### src/rtl/hs_tx_master.sv
// hs_tx_master: transmit side of a valid/ready handshake.
// Words from the local write port are queued in a small circular FIFO and
// presented downstream through a registered valid_out/data_out stage. Once
// valid_out is raised, valid_out and data_out hold until a transfer occurs.
// Optional build macro: HS_TX_GAP_EN. When it is defined, one idle cycle is
// inserted after every transfer, which limits throughput to one beat per two
// cycles.
// DEPTH must be a power of two and at least 2. The pointers wrap naturally,
// so this block does not guard against other DEPTH values.
module hs_tx_master #(
    parameter int DATA_W = 3,
    parameter int DEPTH  = 4,
    parameter int CNT_W  = 8
) (
    input  logic              sys_clk,
    input  logic              sys_rst,
    input  logic              wr_en,
    input  logic [DATA_W-1:0] wr_data,
    output logic              full,
    output logic              overflow,
    output logic              valid_out,
    output logic [DATA_W-1:0] data_out,
    input  logic              ready_in,
    output logic [CNT_W-1:0]  sent_cnt,
    output logic              busy
);

    localparam int PTR_W  = $clog2(DEPTH);
    // The occupancy count needs one extra bit so that it can represent DEPTH.
    localparam int FCNT_W = PTR_W + 1;

    localparam logic [FCNT_W-1:0] FCNT_DEPTH = FCNT_W'(DEPTH);
    localparam logic [FCNT_W-1:0] FCNT_ZERO  = FCNT_W'(1'b0);
    localparam logic [FCNT_W-1:0] FCNT_ONE   = FCNT_W'(1'b1);
    localparam logic [PTR_W-1:0]  PTR_ONE    = PTR_W'(1'b1);
    localparam logic [CNT_W-1:0]  SENT_ONE   = CNT_W'(1'b1);

    localparam logic [1:0] ST_IDLE = 2'd0;
    localparam logic [1:0] ST_SEND = 2'd1;
`ifdef HS_TX_GAP_EN
    localparam logic [1:0] ST_GAP  = 2'd2;
`endif

    // Storage and state registers
    logic [DATA_W-1:0] mem_r [DEPTH];
    logic [PTR_W-1:0]  wr_ptr_r;
    logic [PTR_W-1:0]  rd_ptr_r;
    logic [FCNT_W-1:0] count_r;
    logic [1:0]        state_r;
    logic              valid_r;
    logic [DATA_W-1:0] data_r;
    logic              full_r;
    logic              overflow_r;
    logic [CNT_W-1:0]  sent_cnt_r;
    logic              busy_r;

    // Next-state and control signals
    logic              push_s;
    logic              pop_s;
    logic              xfer_s;
    logic              fifo_empty_s;
    logic [1:0]        state_nxt_s;
    logic              valid_nxt_s;
    logic [FCNT_W-1:0] count_nxt_s;

    assign full      = full_r;
    assign overflow  = overflow_r;
    assign valid_out = valid_r;
    assign data_out  = data_r;
    assign sent_cnt  = sent_cnt_r;
    assign busy      = busy_r;

    // Handshake qualifiers. A write is judged only against the registered full
    // flag, so a pop in the same cycle does not make room for it.
    always_comb begin
        push_s       = wr_en & ~full_r;
        xfer_s       = valid_r & ready_in;
        fifo_empty_s = (count_r == FCNT_ZERO);
    end

    // Output-stage FSM: decides when to pop the FIFO head into the output
    // register and when valid_out changes.
    always_comb begin
        state_nxt_s = state_r;
        valid_nxt_s = valid_r;
        pop_s       = 1'b0;
        case (state_r)
            ST_IDLE: begin
                if (!fifo_empty_s) begin
                    pop_s       = 1'b1;
                    valid_nxt_s = 1'b1;
                    state_nxt_s = ST_SEND;
                end else begin
                    valid_nxt_s = 1'b0;
                    state_nxt_s = ST_IDLE;
                end
            end
            ST_SEND: begin
                if (!xfer_s) begin
                    // Hold valid and data until the receiver accepts the beat.
                    valid_nxt_s = 1'b1;
                    state_nxt_s = ST_SEND;
`ifdef HS_TX_GAP_EN
                end else begin
                    valid_nxt_s = 1'b0;
                    state_nxt_s = ST_GAP;
                end
`else
                end else if (!fifo_empty_s) begin
                    // Back-to-back beat: load the next word in the transfer cycle.
                    pop_s       = 1'b1;
                    valid_nxt_s = 1'b1;
                    state_nxt_s = ST_SEND;
                end else begin
                    valid_nxt_s = 1'b0;
                    state_nxt_s = ST_IDLE;
                end
`endif
            end
`ifdef HS_TX_GAP_EN
            ST_GAP: begin
                // The gap lasts one cycle. Leaving it makes the same choice
                // that IDLE would make, so the next beat follows immediately
                // after the gap.
                if (!fifo_empty_s) begin
                    pop_s       = 1'b1;
                    valid_nxt_s = 1'b1;
                    state_nxt_s = ST_SEND;
                end else begin
                    valid_nxt_s = 1'b0;
                    state_nxt_s = ST_IDLE;
                end
            end
`endif
            default: begin
                valid_nxt_s = 1'b0;
                state_nxt_s = ST_IDLE;
            end
        endcase
    end

    // FIFO occupancy. A simultaneous push and pop leaves the count unchanged.
    always_comb begin
        count_nxt_s = count_r;
        case ({push_s, pop_s})
            2'b10:   count_nxt_s = count_r + FCNT_ONE;
            2'b01:   count_nxt_s = count_r - FCNT_ONE;
            default: count_nxt_s = count_r;
        endcase
    end

    // FIFO storage and pointers. Reset clears stale words so that none can
    // reappear after reset.
    always_ff @(posedge sys_clk or posedge sys_rst) begin
        if (sys_rst) begin
            for (int i = 0; i < DEPTH; i++) begin
                mem_r[i] <= {DATA_W{1'b0}};
            end
            wr_ptr_r <= {PTR_W{1'b0}};
            rd_ptr_r <= {PTR_W{1'b0}};
            count_r  <= FCNT_ZERO;
        end else begin
            if (push_s) begin
                mem_r[wr_ptr_r] <= wr_data;
                wr_ptr_r        <= wr_ptr_r + PTR_ONE;
            end
            if (pop_s) begin
                rd_ptr_r <= rd_ptr_r + PTR_ONE;
            end
            count_r <= count_nxt_s;
        end
    end

    // Output register and FSM state. data_out changes only when a word is
    // popped into it.
    always_ff @(posedge sys_clk or posedge sys_rst) begin
        if (sys_rst) begin
            state_r <= ST_IDLE;
            valid_r <= 1'b0;
            data_r  <= {DATA_W{1'b0}};
        end else begin
            state_r <= state_nxt_s;
            valid_r <= valid_nxt_s;
            if (pop_s) begin
                data_r <= mem_r[rd_ptr_r];
            end
        end
    end

    // Registered status flags. These are derived from next-cycle values so
    // that they stay consistent with count_r and valid_out.
    always_ff @(posedge sys_clk or posedge sys_rst) begin
        if (sys_rst) begin
            full_r     <= 1'b0;
            overflow_r <= 1'b0;
            busy_r     <= 1'b0;
        end else begin
            full_r <= (count_nxt_s == FCNT_DEPTH);
            busy_r <= (count_nxt_s != FCNT_ZERO) | valid_nxt_s;
            if (wr_en && full_r) begin
                overflow_r <= 1'b1;
            end
        end
    end

    // Completed-transfer counter. It wraps at 2^CNT_W.
    always_ff @(posedge sys_clk or posedge sys_rst) begin
        if (sys_rst) begin
            sent_cnt_r <= {CNT_W{1'b0}};
        end else if (xfer_s) begin
            sent_cnt_r <= sent_cnt_r + SENT_ONE;
        end
    end

endmodule

### config.mk
export PLATFORM = sky130hd
export DESIGN_NAME = hs_tx_master
export DESIGN_NICKNAME = d
export VERILOG_FILES = /design/src/rtl/hs_tx_master.sv
export SDC_FILE = /design/constraint.sdc
export NUM_CORES = 1
export LEC_CHECK = 0
export BUFFER_PORTS_ARGS = -buffer_cell sky130_fd_sc_hd__buf_2
export CELL_PAD_IN_SITES_DETAIL_PLACEMENT = 1
export CELL_PAD_IN_SITES_GLOBAL_PLACEMENT = 1
export CORE_MARGIN = 3
export CORE_UTILIZATION = 45
export DETAILED_ROUTE_END_ITERATION = 8
export PLACE_DENSITY = 0.75
export SKIP_CTS_REPAIR_TIMING = 1
export SYNTH_ARGS = -nofsm -noshare
export SYNTH_HDL_FRONTEND = slang
export SYNTH_SLANG_ARGS = --single-unit
export TNS_END_PERCENT = 10
### constraint.sdc
create_clock -name sys_clk -period 2.46 [get_ports sys_clk]
set_input_delay 0.246 -clock sys_clk [delete_from_list [all_inputs] [get_ports sys_clk]]
set_output_delay 0.246 -clock sys_clk [all_outputs]
set_load 0.005 [all_outputs]
# After elaboration in Yosys (flattened, before gate mapping)
# Index checks and enable logic that the tools add are counted.
# word_totals
reg_bits	36
input_bits	7
out_inout_bits	15
# classes
n_mux	15
n_lt_le_gt_ge	3
bitwise	6
eq_ne	4
n_addsub	5
n_reduce_logical	5
# op_table
op	count
$bwmux 12	1
$mux 3	3
$add 8x1->8 const B	1
$bmux 3 s2	1
$demux 3 s2	1
$ge 3x3->1 const B	2
$not 2->3	2
$pmux 1 s2	3
$pmux 3 s2	1
$mux 1	5
$add 2x1->2 const B	2
$eq 2x1->1 const B	2
$add 3x1->3 const B	1
$eq 3x3->1 const B	1
$logic_not 3->1	1
$lt 3x1->1 const B	1
$reduce_bool 3->1	1
$sub 3x1->3 const B	1
$and 1x1->1	2
$eq 2x2->1 const B	1
$logic_and 1x1->1	2
$logic_not 2->1	1
$not 1->1	1
$or 1x1->1	1

# Depth between registers and ports, before layout
# Gate-level depths: netlist of run 1.
# depth
word_depth	8
ltp_mapped	9
ltp_nobuf	8

# Worst setup path after synthesis of run 1
# OpenSTA, ideal clock, no wires.
# synth_timing
kind	reg2reg
start	register state_r[0]
end	register full_r, in the netlist full
setup_slack_ns	0.409
n_path_buf	0
stages_incl_launch_ff	9
t_arrival_ns	1.973
setup_time_ns	0.077
cell_sequence	dfrtp_1 -> nor2b_2 -> nor2_4 -> ha_1 -> inv_1 -> fa_1 -> xor2_1 -> or3_1 -> a21oi_1
# synth_via
elab_chain_cells	5
word_cells_on_any_way	7
# synth_rtl
item	line_no	source
from (decl)	49	logic [1:0] state_r;
from (signal assigned)	182	state_r <= state_nxt_s;
$eq 2x1->1 or $logic_not 2->1 (tied branches)	87	case (state_r)
$pmux 1 s2 *	87	
via pop_s	59	logic pop_s;
$eq 2x1->1 or $eq 2x2->1 (tied branches)	145	case ({push_s, pop_s})
$pmux 3 s2 *	145	
$eq 3x3->1 *	198	full_r <= (count_nxt_s == FCNT_DEPTH);
to (signal assigned)	198	
to (decl)	52	logic full_r;
# Mark *: on every way through the listed nets, which the timed path passes. The rest lies on a longest branch.
# A chain may end at the register's enable or synchronous reset.

# Final worst setup path of run 1
# Ends and elaborated chain as after synthesis.

==> flow_summary.yaml, run 1 <==
status:
  outcome: "finished, final reports clean"
pwr:
  ir_drop_uv: 541
  finalPower_mw: 2.20
  power.leakage_nw: 0.829
  powerDensity_nw_per_um2: 1230
place:
  place_area_um2: 1720
  gp_congestion: 0.739
  place_ws_ns: 0.278
  place_inst: 183
  portBuffers: 21
  hpwl_um: 2150
cells_and_area:
  final_nets: 161
  diodes: 0
  most-common-layout-cells: "dfrtp_1 (34), buf_2 (21), mux2_1 (13)"
  layout-drive-gt1-share_pct: 29.1
  finish.instance_area_um2: 1790
  n_fill_cell: 350
  final_core_util_pct: 56.7
  final_common_cell: "dfrtp_1"
  fin_cells: 192
  areaGrowthSynthToFinish_pct: 15.5
global_routing:
  first_global_vias: 1017
  grt_pass1_wl_um: 4840
  grt_max_degree: 35
  overflow: 0
  antenna_found_initial: 0
  track_usage_pct: 15.8
setup_path:
  endpoint_kind: "flop"
  reg2reg_slack_ns: 0.28
  cp_max_fo: 5
  startpoint_type: "flop"
  critPathRequiredTime_ns: 2.73
  cp_slowest_cell: "dfrtp_1"
  r2r_end: "full"
  cp_top_family: "simple AND/OR/NAND/NOR gates"
  reg2reg_depth: 8
  cp.arrival_ns: 2.45
  critPathBufInv: 1
  path_cells: "nor2b_2 -> nor2_4 -> ha_1 -> inv_1 -> fa_1 -> xor2_1 -> or3_1 -> a21oi_1"
  rr_startpoint: "state_r[0]"
  critPathMaxStageDelay_ns: 0.42
  critical_path_class: "flop to flop"
timing:
  finalSetupTns_ns: 0
  grt_setup_unrepaired: "false"
  setup_viol: 0
  relSlewSlack_pct: 72.0
  finalHoldViolCount: 0
  fmax_ghz: 0.458
  slew_violations: 0
  worstMarginPinSlew_ns: 0.420
  fin_skew_ns: 0.00721
  holdWs_ns: 0.124
  layout_setup_ws_ns: 0.277
  finalCritPeriodShare_pct: 88.7
  fin_crit_ns: 2.18
synth:
  yosysUniqueCellTypes: 28
  synth_top_area_share_pct: 55.0
  syn_area_per_cell_um2: 13.2
  ys.warnings.count: 0
  synthesis.area_um2: 1550
  synth_area_leader_cell: "dfrtp_1"
  yosys_register_bits: 34
  synth_cells: 117
  synthTopCellsByArea: "dfrtp_1 (55%), mux2_1 (9.5%), ha_1 (4.9%)"
  yosysSeqAreaShare_pct: 55.0
  synth_nets: 131
clock_network:
  cts_tree: "built"
  clock_path_buffers: 2
  clk_latency_ns: 0.34
  cts.sinks: 34
  h-tree-depth: 2
  cts-root-buf: "clkbuf_4"
  cts_buffers: 5
  path_clk_slew_ns: 0.10
min_path:
  hp-class: "input pin to flop"
  holdPathEnd: "overflow"
  worstHoldPathCells: 2
  min_from: "wr_en"
floorplan:
  die_h_um: 64.6
  fp.coreArea_um2: 3150
  ios: 22
  rows: 20
  die_area_um2: 4180
  start_util_pct: 49.0
  die_w_um: 64.6
drt:
  ant_nets: 0
  routed_wl_um: 2780
  drtIter0Drc: 53
  vias_per_cell: 4.96
  drc_errors: 0
  num_vias: 952
  wl_per_cell_um: 14.5
  dr.pass1.iters: 2
flow_run:
  drv_cap: 0
-- cells by family (layout without fill, tap and decap cells) --
| kind of cell | count (synthesis) | count (layout) | share of synthesized area (%) |
|---|---|---|---|
| DFF | 34 | 34 | 55.0 |
| adders and majority gates | 7 | 7 | 6.15 |
| muxes | 20 | 20 | 17.2 |
| xor gates and xnor gates | 12 | 12 | 6.80 |
| buffers and inverters | 11 | 42 | 2.75 |
| AOI/OAI and AO/OA | 4 | 4 | 1.46 |
| and+or+nand+nor | 29 | 29 | 10.7 |
-- cell type report --
| cell class | count | area, µm² | area share, % |
|---|---|---|---|
| clock buffer | 7 | 55.1 | 3.08 |
| clock inverter | 1 | 5.00 | 0.280 |
| inverter | 10 | 37.5 | 2.10 |
| multi-input combinational | 72 | 653 | 36.6 |
| sequential | 34 | 851 | 47.6 |
| tap | 44 | 55.1 | 3.08 |
| timing repair buffer | 24 | 130 | 7.28 |
-- power by group --
group | leakage (nW) | internal [mW] | switching (mW)
sequential | 0.396 | 0.822 | 0.207
clock | 0.0353 | 0.138 | 0.184
combinational | 0.398 | 0.471 | 0.377
total | 0.829 | 1.43 | 0.769
-- flip-flops by register name, summed over array words and instances, names as in the netlist --
signal and cells:
overflow 1, sent_cnt 8, state_r 1, mem_r 12, busy 1, rd_ptr_r 2
wr_ptr_r 2, data_out 3, full 1, count_r 3
-- worst max path at each step --
| stage | start | endpoint | slack (ns) | cells past startpoint |
|---|---|---|---|---|
| after global placement | state_r[0] | full | 0.35 | 8 |
| after floorplan | state_r[0] | full | 0.41 | 8 |
| final | state_r[0] | full | 0.28 | 8 |
| after CTS | state_r[0] | full | 0.25 | 8 |
| after global routing | state_r[0] | full | 0.14 | 8 |
| after detailed placement | state_r[0] | full | 0.28 | 8 |
-- synth_stat cells --
library cell	number
xor2_1	5
inv_2	2
clkinv_1	1
nor3_2	1
or3_1	2
nand3_1	3
xnor2_1	7
nor3_1	3
ha_1	6
mux2_4	2
dfrtp_1	34
nand2_1	11
a21o_1	1
buf_2	1
mux2_1	13
nor2_4	1
o21ai_1	2
nor2b_2	1
mux2i_1	1
inv_1	7
mux2_2	1
fa_1	1
nor4_2	1
mux4_2	3
a21oi_1	1
nor2b_1	3
nor3b_2	1
nor2_1	2
-- metal layers --
metal | routed length, µm | track usage [%]
met1 | 1180 | 18.3
met2 | 1420 | 26.5
met3 | 129 | 6.07
met4 | 40 | 5.54
met5 | 0 | 0
No activity file was read; power rests on OpenSTA's default activity.
==> inputs of run 2 (changes only) <==
--- a/config.mk
+++ b/config.mk
@@ -11,6 +11,7 @@
 export CORE_MARGIN = 3
 export CORE_UTILIZATION = 45
 export DETAILED_ROUTE_END_ITERATION = 8
+export MAX_ROUTING_LAYER = met4
 export PLACE_DENSITY = 0.75
 export SKIP_CTS_REPAIR_TIMING = 1
 export SYNTH_ARGS = -nofsm -noshare
==> run 2 against run 1 <==
Die area stayed put. Global-route usage grew 0.44 points. Hold slack hardly changed. Largest cell class unchanged.
==> flow_summary.yaml, run 2 (synthesis results as in run 1) <==
status:
  outcome: "finished, final reports clean"
drt:
  ant_nets: 0
  wl_per_cell_um: 14.4
  num_vias: 954
  routed_wl_um: 2770
  drc_errors: 0
  vias_per_cell: 4.97
  drtIter0Drc: 54
  dr.pass1.iters: 2
min_path:
  worstHoldPathCells: 2
  hp-class: "input pin to flop"
  holdPathEnd: "overflow"
  min_from: "wr_en"
place:
  place_inst: 183
  place_ws_ns: 0.278
  hpwl_um: 2150
  gp_congestion: 0.748
  portBuffers: 21
clock_network:
  cts_buffers: 5
  cts-root-buf: "clkbuf_4"
  h-tree-depth: 2
  clock_path_buffers: 2
  cts_tree: "built"
  path_clk_slew_ns: 0.10
  clk_latency_ns: 0.34
  cts.sinks: 34
floorplan:
  start_util_pct: 49.0
  die_w_um: 64.6
  die_h_um: 64.6
  fp.coreArea_um2: 3150
  rows: 20
  die_area_um2: 4180
  ios: 22
timing:
  slew_violations: 0
  grt_setup_unrepaired: "false"
  fin_crit_ns: 2.18
  layout_setup_ws_ns: 0.280
  holdWs_ns: 0.124
  worstMarginPinSlew_ns: 0.421
  relSlewSlack_pct: 71.9
  setup_viol: 0
  finalHoldViolCount: 0
  finalCritPeriodShare_pct: 88.6
  fmax_ghz: 0.459
  fin_skew_ns: 0.00721
  finalSetupTns_ns: 0
pwr:
  ir_drop_uv: 540
  power.leakage_nw: 0.829
  pwr-share-comb_pct: 38.6
  seq_power_share_pct: 46.7
  p_switching_mw: 0.767
  internal_power_mw: 1.43
  p_sw_share_pct: 34.9
  p_clk_share_pct: 14.7
  powerDensity_nw_per_um2: 1230
global_routing:
  overflow: 0
  first_global_vias: 1018
  grt_pass1_wl_um: 4840
  antenna_found_initial: 0
  track_usage_pct: 16.2
  grt_max_degree: 35
cells_and_area:
  diodes: 0
  layout-drive-gt1-share_pct: 29.1
  largest_reg_flops: 12
  areaGrowthSynthToFinish_pct: 15.5
  final_nets: 161
  largest_register: "mem_r"
  final_core_util_pct: 56.7
  fin_cells: 192
  final_common_cell: "dfrtp_1"
  most-common-layout-cells: "dfrtp_1 (34), buf_2 (21), mux2_1 (13)"
setup_path:
  cp_slowest_cell: "dfrtp_1"
  reg2reg_slack_ns: 0.28
  path_cells: "nor2b_2 -> nor2_4 -> ha_1 -> inv_1 -> fa_1 -> xor2_1 -> or3_1 -> a21oi_1"
  critPathBufInv: 1
  r2r_end: "full"
  reg2reg_depth: 8
  endpoint_kind: "flop"
  rr_startpoint: "state_r[0]"
  critPathRequiredTime_ns: 2.73
  critPathMaxStageDelay_ns: 0.42
  startpoint_type: "flop"
  critical_path_class: "flop to flop"
  cp_max_fo: 5
  cp.arrival_ns: 2.45
  cp_top_family: "simple AND/OR/NAND/NOR gates"
flow_run:
  drv_cap: 0
run 2: cell counts in the layout (fill, tap and decap cells not counted):
Identical to the previous run, type by type.
run 2: layout make-up:
type / instances / area, µm²
repair buffers: 24 / 130
clock buffers: 7 / 55.1
inverters: 10 / 37.5
flip-flops and latches: 34 / 851
clock inverters: 1 / 5.00
fillers: 350 / 1370
multi-input cells: 72 / 653
well taps: 44 / 55.1
run 2: worst reg2reg max path: stages (launching register included):
cell     delay, ns
dfrtp_1       0.42
nor2b_2       0.20
nor2_4        0.20
ha_1          0.23
inv_1         0.07
fa_1          0.37
xor2_1        0.16
or3_1         0.32
a21oi_1       0.14
run 2: how the worst max path moves through the flow:
| stage | slack [ns] | startpoint | endpoint | depth (start not counted) |
|---|---|---|---|---|
| global route | 0.14 | state_r[0] | full | 8 |
| CTS | 0.25 | state_r[0] | full | 8 |
| detailed placement | 0.28 | state_r[0] | full | 8 |
| finish | 0.28 | state_r[0] | full | 8 |
| floorplan | 0.41 | state_r[0] | full | 8 |
| global placement | 0.35 | state_r[0] | full | 8 |
run 2: power groups by stage:
| stage | logic [mW] | clock network [mW] | registers [mW] |
|---|---|---|---|
| 2_1_floorplan | 0.616 | 0 | 1.01 |
| 3_3_place_gp | 0.816 | 0 | 1.03 |
| 3_5_place_dp | 0.862 | 0 | 1.05 |
| 4_1_cts | 0.871 | 0.332 | 1.04 |
| 5_1_grt | 0.961 | 0.367 | 1.07 |
| 6_report | 0.848 | 0.323 | 1.03 |
run 2: metrics by stage:
stage                     power, mW  instance area (µm²)
after floorplan                1.62                 1550
after global placement         1.84                 1720
after detailed placement       1.91                 1720
after CTS                      2.24                 1780
after global routing           2.40                 1790
final                          2.20                 1790
run 2: metal layers:
layer	global-route usage [%]	vias up	wire (µm)
li1	-	453	-
met1	18.5	480	1190
met2	26.5	17	1420
met3	5.89	4	122
met4	5.54	0	40
met5	-	-	0
==> inputs of run 3 (changes only) <==
--- a/config.mk
+++ b/config.mk
@@ -6,7 +6,7 @@
 export NUM_CORES = 1
 export LEC_CHECK = 0
 export BUFFER_PORTS_ARGS = -buffer_cell sky130_fd_sc_hd__buf_2
-export CELL_PAD_IN_SITES_DETAIL_PLACEMENT = 1
+export CELL_PAD_IN_SITES_DETAIL_PLACEMENT = 0
 export CELL_PAD_IN_SITES_GLOBAL_PLACEMENT = 1
 export CORE_MARGIN = 3
 export CORE_UTILIZATION = 45
==> run 3 against run 2 <==
Sequential power about the same. Routed wire length decreased by 14%. The run now ends with negative hold slack left. Largest power group unchanged. Maximum frequency increased by 1.6%. Flip-flop and latch count unchanged. Design area increased by 0.63%. Hold slack got worse by 0.15 ns. Critical endpoint unchanged. Total power increased by 2.6%.
==> flow_summary.yaml, run 3 (synthesis results as in run 1) <==
global_routing:
  grt_pass1_wl_um: 4060
  overflow: 0
  first_global_vias: 911
  grt_max_degree: 35
  antenna_found_initial: 0
  track_usage_pct: 13.6
place:
  gp_congestion: 0.748
  hpwl_um: 1770
  place_area_um2: 1720
  portBuffers: 21
status:
  failed_checks: "negative hold slack"
  outcome: "finished, violations left"
clock_network:
  clock_path_buffers: 2
  h-tree-depth: 2
  clk_latency_ns: 0.33
  cts_tree: "built"
  cts-root-buf: "clkbuf_4"
  cts.sinks: 34
  path_clk_slew_ns: 0.10
  cts_buffers: 5
drt:
  vias_per_cell: 4.82
  dr.pass1.iters: 4
  ant_nets: 0
  drc_errors: 0
  drtIter0Drc: 32
  wl_per_cell_um: 12.5
  routed_wl_um: 2380
  num_vias: 916
timing:
  worstMarginPinSlew_ns: 0.406
  relSlewSlack_pct: 72.9
  setup_viol: 0
  holdWs_ns: -0.0267
  fin_skew_ns: 0.0141
  finalHoldViolCount: 34
  finalSetupTns_ns: 0
  finalCritPeriodShare_pct: 87.2
  fin_crit_ns: 2.15
  fmax_ghz: 0.466
  slew_violations: 0
  grt_setup_unrepaired: "false"
cells_and_area:
  final_nets: 160
  largest_register: "mem_r"
  multi_input_area_um2: 653
  n_fill_cell: 282
  areaGrowthSynthToFinish_pct: 16.3
  largest_reg_flops: 12
  diodes: 0
  register_area_um2: 851
  final_common_cell: "dfrtp_1"
  layout-drive-gt1-share_pct: 29.5
  final_core_util_pct: 57.0
  most-common-layout-cells: "dfrtp_1 (34), buf_2 (21), mux2_1 (13)"
  finish.instance_area_um2: 1800
setup_path:
  cp_slowest_cell: "dfrtp_1"
  critPathRequiredTime_ns: 2.73
  cp-startpoint: "state_r[0]"
  rr_startpoint: "state_r[0]"
  r2r_end: "full"
  endpoint_kind: "flop"
  cp_max_fo: 5
  path_cells: "nor2b_2 -> nor2_4 -> ha_1 -> inv_1 -> fa_1 -> xor2_1 -> or3_1 -> a21oi_1"
  cp.arrival_ns: 2.41
  reg2reg_slack_ns: 0.31
  reg2reg_depth: 8
  critical_path_class: "flop to flop"
  critPathMaxStageDelay_ns: 0.41
  startpoint_type: "flop"
  crit_end: "full"
floorplan:
  fp.coreArea_um2: 3150
  die_w_um: 64.6
  rows: 20
  ios: 22
  die_area_um2: 4180
  start_util_pct: 49.0
  die_h_um: 64.6
pwr:
  powerDensity_nw_per_um2: 1250
  ir_drop_uv: 586
  finalPower_mw: 2.26
  power.leakage_nw: 0.834
min_path:
  hp-class: "input pin to asynchronous set/reset pin"
flow_run:
  drv_cap: 0
run 3: through the flow:
step | instances | setup slack [ns] | hold slack, ns
floorplan | 117 | 0.409 | 0.363
global placement | 183 | 0.354 | 0.351
detailed placement | 183 | 0.298 | 0.356
CTS | 190 | 0.295 | -0.0236
global route | 190 | 0.155 | 0.00658
finish | 190 | 0.314 | -0.0267
run 3: layer usage:
metal	track usage, %	wire, µm	share of wire, %
met1	15.4	1100	46
met2	21.1	1100	46
met3	5.89	131	5.5
met4	5.54	48	2.0
met5	-	0	0
run 3: worst max-delay path: cells and delay by family, from the launching register on:
kind	cells	cell delay, ns
simple gates	3	0.73
fa+ha+maj	2	0.59
flops	1	0.41
xor+xnor	1	0.16
compound gates	1	0.14
buf+inv	1	0.06
run 3: how the worst min path moves through the flow:
| stage | startpoint | endpoint | depth (start not counted) |
|---|---|---|---|
| floorplan | wr_en | overflow | 1 |
| global placement | sys_rst | sent_cnt[7] | 3 |
| detailed placement | sys_rst | sent_cnt[6] | 3 |
| CTS | sys_rst | mem_r[7] | 3 |
| global route | sys_rst | data_out[1] | 3 |
| finish | sys_rst | mem_r[7] | 3 |
run 3: final cells by class:
class	instances	share of cell area (%)
timing repair buffer	23	6.68
clock inverter	1	1.67
tap	44	3.06
clock buffer	6	2.85
inverter	10	2.09
multi-input combinational	72	36.3
sequential	34	47.3
run 3: power by group:
part	switching, mW	internal, mW
Sequential	0.203	0.822
Combinational	0.354	0.464
Clock	0.176	0.237
Total	0.733	1.52
